`src/rtl/fx_mult_seq.sv`:
```
// Iterative sign-magnitude (N,Q) fixed-point multiplier: shift-add, UNROLL bits per cycle, valid/ready on both sides.
// Optional FX_MULT_SAT_EN: saturate the magnitude on overflow instead of wrapping.
module fx_mult_seq #(
  parameter int unsigned Q      = 15,
  parameter int unsigned N      = 32,
  parameter int unsigned UNROLL = 1,
  parameter bit          ROUND  = 1'b1
) (
  input  logic         clk_in,
  input  logic         rst_in,
  input  logic [N-1:0] multiplicand_in,
  input  logic [N-1:0] multiplier_in,
  input  logic         valid_in,
  output logic         ready_out,
  output logic [N-1:0] result_out,
  output logic         overflow_out,
  output logic         valid_out,
  input  logic         ready_in
);

  localparam int unsigned MW    = N - 1;
  localparam int unsigned PW    = 2 * N - 2;
  localparam int unsigned ITERS = MW / UNROLL;
  localparam int unsigned CW    = $clog2(ITERS + 1);

  if ((MW % UNROLL) != 0) begin : g_bad_unroll
    $error("fx_mult_seq: UNROLL must divide N-1");
  end

  typedef enum logic [1:0] {S_IDLE, S_CALC, S_FINAL, S_HOLD} state_e;

  state_e        state_q, state_d;
  logic [PW-1:0] mcand_q, mcand_d;
  logic [MW-1:0] mplier_q, mplier_d;
  logic          sign_q, sign_d;
  logic [PW-1:0] acc_q, acc_d;
  logic [CW-1:0] cnt_q, cnt_d;
  logic [N-1:0]  result_q, result_d;
  logic          ovf_q, ovf_d;
  logic          valid_q, valid_d;

  logic [PW-1:0] acc_sum_c;
  logic          rbit_c;
  logic [N-1:0]  mag_c;
  logic [MW-1:0] mag_fin_c;
  logic          ovf_c;
  logic          unused_acc_c;

  // With no fractional bits there is nothing to round on.
  if (ROUND && (Q > 0)) begin : g_round
    assign rbit_c = acc_q[Q-1];
  end else begin : g_trunc
    assign rbit_c = 1'b0;
  end

  assign mag_c = N'(acc_q[N-2+Q:Q]) + N'(rbit_c);
  assign ovf_c = (|acc_q[PW-1:N-1+Q]) | mag_c[N-1];
  assign unused_acc_c = ^acc_q;

`ifdef FX_MULT_SAT_EN
  assign mag_fin_c = ovf_c ? {MW{1'b1}} : mag_c[MW-1:0];
`else
  assign mag_fin_c = mag_c[MW-1:0];
`endif

  // Partial products for the next UNROLL multiplier bits, LSB first.
  always_comb begin
    acc_sum_c = acc_q;
    for (int unsigned i = 0; i < UNROLL; i++) begin
      if (mplier_q[i]) acc_sum_c = acc_sum_c + (mcand_q << i);
    end
  end

  always_comb begin
    state_d  = state_q;
    mcand_d  = mcand_q;
    mplier_d = mplier_q;
    sign_d   = sign_q;
    acc_d    = acc_q;
    cnt_d    = cnt_q;
    result_d = result_q;
    ovf_d    = ovf_q;
    valid_d  = valid_q;
    case (state_q)
      S_IDLE: begin
        if (valid_in) begin
          mcand_d  = PW'(multiplicand_in[MW-1:0]);
          mplier_d = multiplier_in[MW-1:0];
          sign_d   = multiplicand_in[N-1] ^ multiplier_in[N-1];
          acc_d    = '0;
          cnt_d    = CW'(ITERS);
          state_d  = S_CALC;
        end
      end
      S_CALC: begin
        acc_d    = acc_sum_c;
        mcand_d  = mcand_q << UNROLL;
        mplier_d = mplier_q >> UNROLL;
        cnt_d    = cnt_q - CW'(1);
        if (cnt_q == CW'(1)) state_d = S_FINAL;
      end
      S_FINAL: begin
        // A zero magnitude always carries a positive sign.
        result_d = {sign_q & (mag_fin_c != '0), mag_fin_c};
        ovf_d    = ovf_c;
        valid_d  = 1'b1;
        state_d  = S_HOLD;
      end
      S_HOLD: begin
        if (ready_in) begin
          valid_d = 1'b0;
          state_d = S_IDLE;
        end
      end
      default: state_d = S_IDLE;
    endcase
  end

  always_ff @(posedge clk_in) begin
    if (rst_in) begin
      state_q  <= S_IDLE;
      mcand_q  <= '0;
      mplier_q <= '0;
      sign_q   <= 1'b0;
      acc_q    <= '0;
      cnt_q    <= '0;
      result_q <= '0;
      ovf_q    <= 1'b0;
      valid_q  <= 1'b0;
    end else begin
      state_q  <= state_d;
      mcand_q  <= mcand_d;
      mplier_q <= mplier_d;
      sign_q   <= sign_d;
      acc_q    <= acc_d;
      cnt_q    <= cnt_d;
      result_q <= result_d;
      ovf_q    <= ovf_d;
      valid_q  <= valid_d;
    end
  end

  assign ready_out    = (state_q == S_IDLE) && !rst_in;
  assign result_out   = result_q;
  assign overflow_out = ovf_q;
  assign valid_out    = valid_q;

endmodule

```
`config.mk`:
```
export PLATFORM = sky130hd
export DESIGN_NAME = fx_mult_seq
export DESIGN_NICKNAME = d
export VERILOG_FILES = /design/src/rtl/fx_mult_seq.sv
export SDC_FILE = /design/constraint.sdc
export NUM_CORES = 1
export LEC_CHECK = 0
export BUFFER_PORTS_ARGS = -buffer_cell sky130_fd_sc_hd__buf_2
export CORE_ASPECT_RATIO = 0.75
export CORE_MARGIN = 3
export CORE_UTILIZATION = 40
export DETAILED_ROUTE_END_ITERATION = 16
export GPL_TIMING_DRIVEN = 0
export PLACE_DENSITY = 0.62
export SLEW_MARGIN = 20
export SYNTH_ARGS = -nofsm -noshare
export SYNTH_HDL_FRONTEND = slang
export SYNTH_SLANG_ARGS = --single-unit
```
`constraint.sdc`:
```
create_clock -name clk_in -period 6.3 [get_ports clk_in]
set_clock_uncertainty 0.2 [all_clocks]
set_input_delay 0.315 -clock clk_in [delete_from_list [all_inputs] [get_ports clk_in]]
set_output_delay 0.315 -clock clk_in [all_outputs]
set_load 0.02 [all_outputs]
```
==> results.py, run 1 <==
metrics = {
    "detailed_routing": {
        "ant_nets": 0,
        "drc": 0,
        "wl_um": 37780,
        "firstDrtPassIters": 6,
        "vias": 11980,
        "wl_per_cell_um": 18.04,
        "viasPerCell": 5.719,
        "drt_iter0_drc": 1100,
    },
    "timing": {
        "worst_pin_slew_ps": 1105,
        "tns_ps": 0,
        "finalSetupViolations": 0,
        "min_period_ps": 3868,
        "slew_headroom_pct": 25.84,
        "layout_setup_ws_ps": 2432,
        "period_share_pct": 61.40,
        "rsz0062_at_grt": "no",
        "whs_ps": 17.16,
        "hold_viol": 0,
        "slew_viol_final": 0,
        "fmax_mhz": 258.5,
    },
    "run": {
        "cap_viol_max_count": 0,
    },
    "yosys": {
        "yosysMostFrequentCell": "nor2_1",
        "synth_top_area_share_pct": 32.29,
        "synthCells": 1518,
        "ys_seq_elements": 197,
        "synth_edf_count": 0,
        "async_reset_ff_share_pct": 0,
        "ys_warn_count": 0,
        "syn-num-nets": 1657,
        "synth_mux_area_share_pct": 5.491,
        "synth_top_family_by_area": "compound AO/OA/AOI/OAI gates",
        "synth.area.top_cells": "dfxtp_1, ha_1, nor2_1",
        "synth-simple-area-share_pct": 19.27,
        "ys_top_cells_by_count": "nor2_1, dfxtp_1, nand2_1",
        "synth-xor-area-share_pct": 6.310,
        "yosys.area.top_type": "dfxtp_1",
        "syn_area_per_cell_sq_um": 8.046,
        "synth_fa_ha_area_share_pct": 7.335,
        "synth.distinct_cells": 70,
        "ys.flop_type": "dfxtp_1",
        "yosysSeqAreaShare_pct": 32.29,
        "netlist_area_sq_um": 12210,
        "synth_compound_area_share_pct": 24.54,
    },
    "power_and_ir_drop": {
        "p_leak_nw": 5.609,
        "internal-power_mw": 2.807,
        "swShare_pct": 42.68,
        "pwr-share-seq_pct": 35.7,
        "p_sw_mw": 2.090,
        "p_comb_share_pct": 41.5,
        "pwr-share-clk_pct": 22.7,
        "power_density_nw_per_um2": 342.5,
        "irDropWorstVdd_mv": 0.1986,
    },
    "worst_setup_path": {
        "critPathLaunchType": "flip-flop",
        "critPathKind": "flip-flop to flip-flop",
        "critPathArrivalTime_ps": 4020,
        "worstPathMaxFanout": 10,
        "crit_path_end_kind": "flip-flop",
        "crit_required_ps": 6450,
        "r2r_start": "state_q[1]",
        "r2r_end": "acc_q[35]",
        "reg2reg_slack_ps": 2430,
        "worst-r2r-cell-count": 11,
    },
    "clock_tree": {
        "numClockSinks": 197,
        "htreeDepth": 4,
        "ctsLongestPathBuffers": 2,
        "cts.clk_slew.worst_paths_ps": 80,
        "cts_resized": 0,
        "cts_buffers": 17,
        "insertion_delay_ps": 470,
        "cts_tree": "done",
        "cts_root_buf": "clkbuf_16",
    },
    "die": {
        "start_util_pct": 41.27,
        "num_io_pins": 103,
        "rows": 54,
        "die_area_sq_um": 32690,
        "core_sq_um": 29590,
        "die_h_um": 157.3,
        "fp.dieW_um": 207.8,
    },
    "finish": {
        "final_cell_count_no_fill": 2094,
        "layout-drive-gt1-share_pct": 11.05,
        "nNetsFinal": 1828,
        "num_antenna_cells": 0,
        "syn_to_final_growth_pct": 17.05,
    },
    "global_route": {
        "antenna_found_initial": 1,
        "grt.total_usage_pct": 22.85,
        "grt_pass1_wl_um": 60090,
        "grt_pass1_vias": 10930,
        "grt_max_degree": 19,
        "gr-total-overflow": 0,
    },
    "placed_design": {
        "pre_cts_ws_ps": 2552,
        "place.gp.congestion": 0.9290,
        "place_inst": 2012,
        "io_buffers": 102,
        "hpwl_um": 28970,
    },
    "min_path": {
        "hold_path_class": "input port to flip-flop",
        "worstHoldStart": "multiplicand_in[13]",
        "hold_end": "mcand_q[13]",
        "holdPathStages": 3,
    },
    "outcome": {
        "status": "complete, no violations",
    },
}
## per-layer routing
metal	global-route usage [%]	up-vias	part of all wire, %
li1	-	5872	-
met1	34.61	5639	52
met2	32.56	416	40
met3	5.160	46	6.8
met4	5.614	2	1.7
met5	0	-	0.034
## flip-flops by register name, indices dropped and copies added, names as in the netlist
name,flops
acc_q,62
cnt_q,5
mcand_q,62
mplier_q,31
overflow_out,1
result_out,32
sign_q,1
state_q,2
valid_out,1
## layout by cell type (no fill, tap or decap), types with 47 or more instances in the layout
| cell | netlist | layout |
|---|---|---|
| nand2_1 | 106 | 106 |
| clkbuf_1 | 77 | 77 |
| xnor2_1 | 47 | 47 |
| a22oi_1 | 59 | 59 |
| o21ai_0 | 61 | 61 |
| ha_1 | 70 | 70 |
| mux2i_1 | 67 | 67 |
| dlygate4sd3_1 | 0 | 50 |
| dfxtp_1 | 197 | 197 |
| a21oi_1 | 86 | 86 |
| buf_2 | 32 | 134 |
| nor2_1 | 210 | 210 |
| a211oi_1 | 93 | 93 |
## cell families after synthesis
kind of cell	Yosys count
AO/OA/AOI/OAI	438
XOR/XNOR	88
adder cells (fa/ha/maj)	71
buffers and inverters	144
flip-flops	197
multiplexers	67
AND/OR/NAND/NOR	513
## through the flow
step / util [%] / instance area [sq um] / power [mW]
floorplan: - / 12210 / 3.141
global placement: 44.66 / 13220 / 3.702
global route: 48.31 / 14300 / 5.195
finish: 48.31 / 14300 / 4.896
detailed placement: 44.66 / 13220 / 3.745
CTS: 48.31 / 14300 / 4.884
## worst max-delay path by stage
| stage | startpoint | end | slack, ps | depth (start not counted) |
|---|---|---|---|---|
| after floorplan | mcand_q[0] | acc_q[54] | 3380 | 12 |
| after global placement | state_q[1] | acc_q[57] | 2560 | 11 |
| after detailed placement | state_q[1] | acc_q[57] | 2550 | 11 |
| after CTS | state_q[1] | acc_q[35] | 2520 | 11 |
| after global routing | state_q[1] | acc_q[57] | 2240 | 11 |
| final | state_q[1] | acc_q[35] | 2430 | 11 |
## worst max-delay path, cell delays in order, from the launching register on
cell      delay [ps]
dfxtp_1          350
inv_1            110
ha_1             150
clkbuf_1         330
inv_1            170
o21ai_1          550
o21ai_1          460
nor2b_1          250
clkbuf_1         390
clkbuf_1         450
a21oi_1          260
nand3_1           90
## final cells by class
cell class                      instances  area, sq um
Fill cell                            2953        15300
Multi-Input combinational cell       1177         7689
Sequential cell                       197         3944
Timing Repair Buffer                  152         1011
Tap cell                              392        490.5
Buffer                                117        480.5
Clock buffer                           18        439.2
Clock inverter                         14        141.4
Inverter                               27        101.3
## timing repair
action                    4_1_cts  5_1_grt
buffers inserted                0        0
hold endpoints to repair       48        0
hold buffers                   50        0
## power groups by stage
stage	Clock, mW	Sequential [mW]	Combinational [mW]
6_report	1.11	1.75	2.03
3_3_place_gp	0	1.76	1.94
3_5_place_dp	0	1.77	1.97
5_1_grt	1.18	1.79	2.23
4_1_cts	1.13	1.75	2.01
2_1_floorplan	0	1.81	1.34
No activity file was read; power rests on OpenSTA's default activity.
==> run 2, diff against run 1 <==
Clock period 6.3 ns to 3.66 ns, I/O delays scaled along.
==> run 2 against run 1 <==
  * Sequential share of layout area shrank 0.40 points
  * Count of clock-buffer cells in the layout stayed put
  * Wire length increased by 0.57%
  * Setup slack got worse by 2300 ps
  * Maximum frequency grew 9.8%
  * First-iteration DRC count up 9.0%
  * Combinational power rose by 74%
==> results.py, run 2 (synthesis gave the netlist of run 1 again) <==
metrics = {
    "detailed_routing": {
        "wl_um": 38000,
        "vias": 12040,
        "firstDrtPassIters": 6,
        "ant_nets": 0,
        "drt_iter0_drc": 1199,
        "drc": 0,
        "viasPerCell": 5.704,
        "wl_per_cell_um": 18.00,
    },
    "timing": {
        "hold_viol": 0,
        "slew_headroom_pct": 27.07,
        "fmax_mhz": 283.8,
        "period_share_pct": 96.29,
        "slew_viol_final": 0,
        "finalSetupViolations": 0,
        "min_period_ps": 3524,
        "worst_pin_slew_ps": 1087,
        "tns_ps": 0,
        "rsz0062_at_grt": "no",
    },
    "worst_setup_path": {
        "crit_end": "acc_q[54]",
        "r2r_end": "acc_q[54]",
        "critPathKind": "flip-flop to flip-flop",
        "worst-r2r-cell-count": 12,
        "crit_path_end_kind": "flip-flop",
        "critPathArrivalTime_ps": 3730,
        "reg2reg_slack_ps": 140,
        "crit_start": "mcand_q[0]",
        "r2r_start": "mcand_q[0]",
        "critPathLaunchType": "flip-flop",
        "crit_required_ps": 3860,
        "worstPathMaxFanout": 4,
    },
    "die": {
        "rows": 54,
        "start_util_pct": 41.27,
        "num_io_pins": 103,
        "die_area_sq_um": 32690,
        "die_h_um": 157.3,
        "core_sq_um": 29590,
        "fp.dieW_um": 207.8,
    },
    "clock_tree": {
        "insertion_delay_ps": 470,
        "cts_buffers": 17,
        "cts_tree": "done",
        "htreeDepth": 4,
        "numClockSinks": 197,
        "cts.clk_slew.worst_paths_ps": 80,
        "ctsLongestPathBuffers": 2,
        "cts_root_buf": "clkbuf_16",
    },
    "finish": {
        "syn_to_final_growth_pct": 18.76,
        "mostFrequentLayoutCell": "nor2_1",
        "postLayoutCoreUtil_pct": 49.01,
        "final_cell_mix": "nor2_1, dfxtp_1, buf_2",
        "num_antenna_cells": 0,
        "nNetsFinal": 1845,
        "layout-drive-gt1-share_pct": 11.52,
        "finalInstanceArea_sq_um": 14510,
        "final_cell_count_no_fill": 2111,
    },
    "power_and_ir_drop": {
        "irDropWorstVdd_mv": 0.3472,
        "p_leak_nw": 5.694,
        "power_mw": 8.457,
        "power_density_nw_per_um2": 583.0,
    },
    "global_route": {
        "antenna_found_initial": 1,
        "gr-total-overflow": 0,
        "grt_max_degree": 19,
        "grt.total_usage_pct": 23.00,
        "grt_pass1_vias": 11030,
        "grt_pass1_wl_um": 60550,
    },
    "min_path": {
        "worstHoldStart": "valid_in",
        "hold_path_class": "input port to flip-flop",
    },
    "placed_design": {
        "placed_area_sq_um": 13220,
        "hpwl_um": 28970,
        "io_buffers": 102,
        "place.gp.congestion": 0.9290,
        "place_inst": 2012,
    },
    "run": {
        "cap_viol_max_count": 0,
    },
    "outcome": {
        "status": "complete, no violations",
    },
}
-- run 2: changes by cell type in the layout (fill, tap and decap cells not counted), moves of 2 or more --
cell           before  now
dlygate4sd3_1      50   67
o21ai_1            11    8
o21ai_2             2    5
clkbuf_2            1    3
-- run 2: cell type report --
cell class,count,area [sq um]
well taps,392,490.5
inverters,27,101.3
clock inverters,14,141.4
flip-flops and latches,197,3944
clock buffers,18,439.2
repair buffers,169,1181
multi-input cells,1177,7725
plain buffers,117,483.0
fillers,2927,15090
-- run 2: power breakdown --
part / switching [mW] / total (mW) / internal [mW] / leakage [nW]
clock network: 0.938 / 1.91 / 0.974 / 0.271
registers: 0.363 / 3.01 / 2.65 / 1.61
logic: 2.30 / 3.53 / 1.23 / 3.82
total: 3.60 / 8.46 / 4.85 / 5.69
-- run 2: metrics by stage --
| step | hold slack (ps) | setup WS, ps |
|---|---|---|
| floorplan | 131.3 | 738.5 |
| global route | 72.65 | 0.9659 |
| CTS | 1.584 | 10.10 |
| detailed placement | 238.9 | -88.40 |
| global placement | 224.2 | -80.82 |
| finish | 36.96 | 135.9 |
-- run 2: worst max-delay path, cell delays in order, from the launching register on --
cell	delay, ps
dfxtp_1	370
ha_1	210
inv_1	60
fa_1	390
nand2b_1	200
a21oi_2	250
o21ai_2	150
a2111oi_4	410
nor2_2	140
o31ai_4	300
a31oi_2	220
or4_1	440
nand3_1	100
-- run 2: what timing repair did --
action,CTS,global route
hold buffers,67,0
setup endpoints to repair,12,37
endpoints found under the hold margin,64,0
pin swaps,0,1
resized for setup,1,10
buffers inserted,0,0
-- run 2: worst min-delay path by stage --
| stage | end | slack, ps | depth (start not counted) |
|---|---|---|---|
| 2_1_floorplan | mcand_q[0] | 130 | 2 |
| 3_3_place_gp | mcand_q[0] | 220 | 3 |
| 3_5_place_dp | mplier_q[30] | 240 | 3 |
| 4_1_cts | mplier_q[30] | 2 | 5 |
| 5_1_grt | mplier_q[30] | 70 | 5 |
| 6_report | mplier_q[30] | 40 | 5 |
-- run 2: routing by layer --
layer / routed length (um) / vias to the layer above / part of all wire, % / global-route usage, %
met5: 11 / - / 0.029 / 0
met1: 19480 / 5657 / 51 / 34.71
met2: 15030 / 425 / 40 / 32.92
li1: - / 5910 / - / -
met3: 2739 / 47 / 7.2 / 5.160
met4: 740 / 2 / 1.9 / 5.743
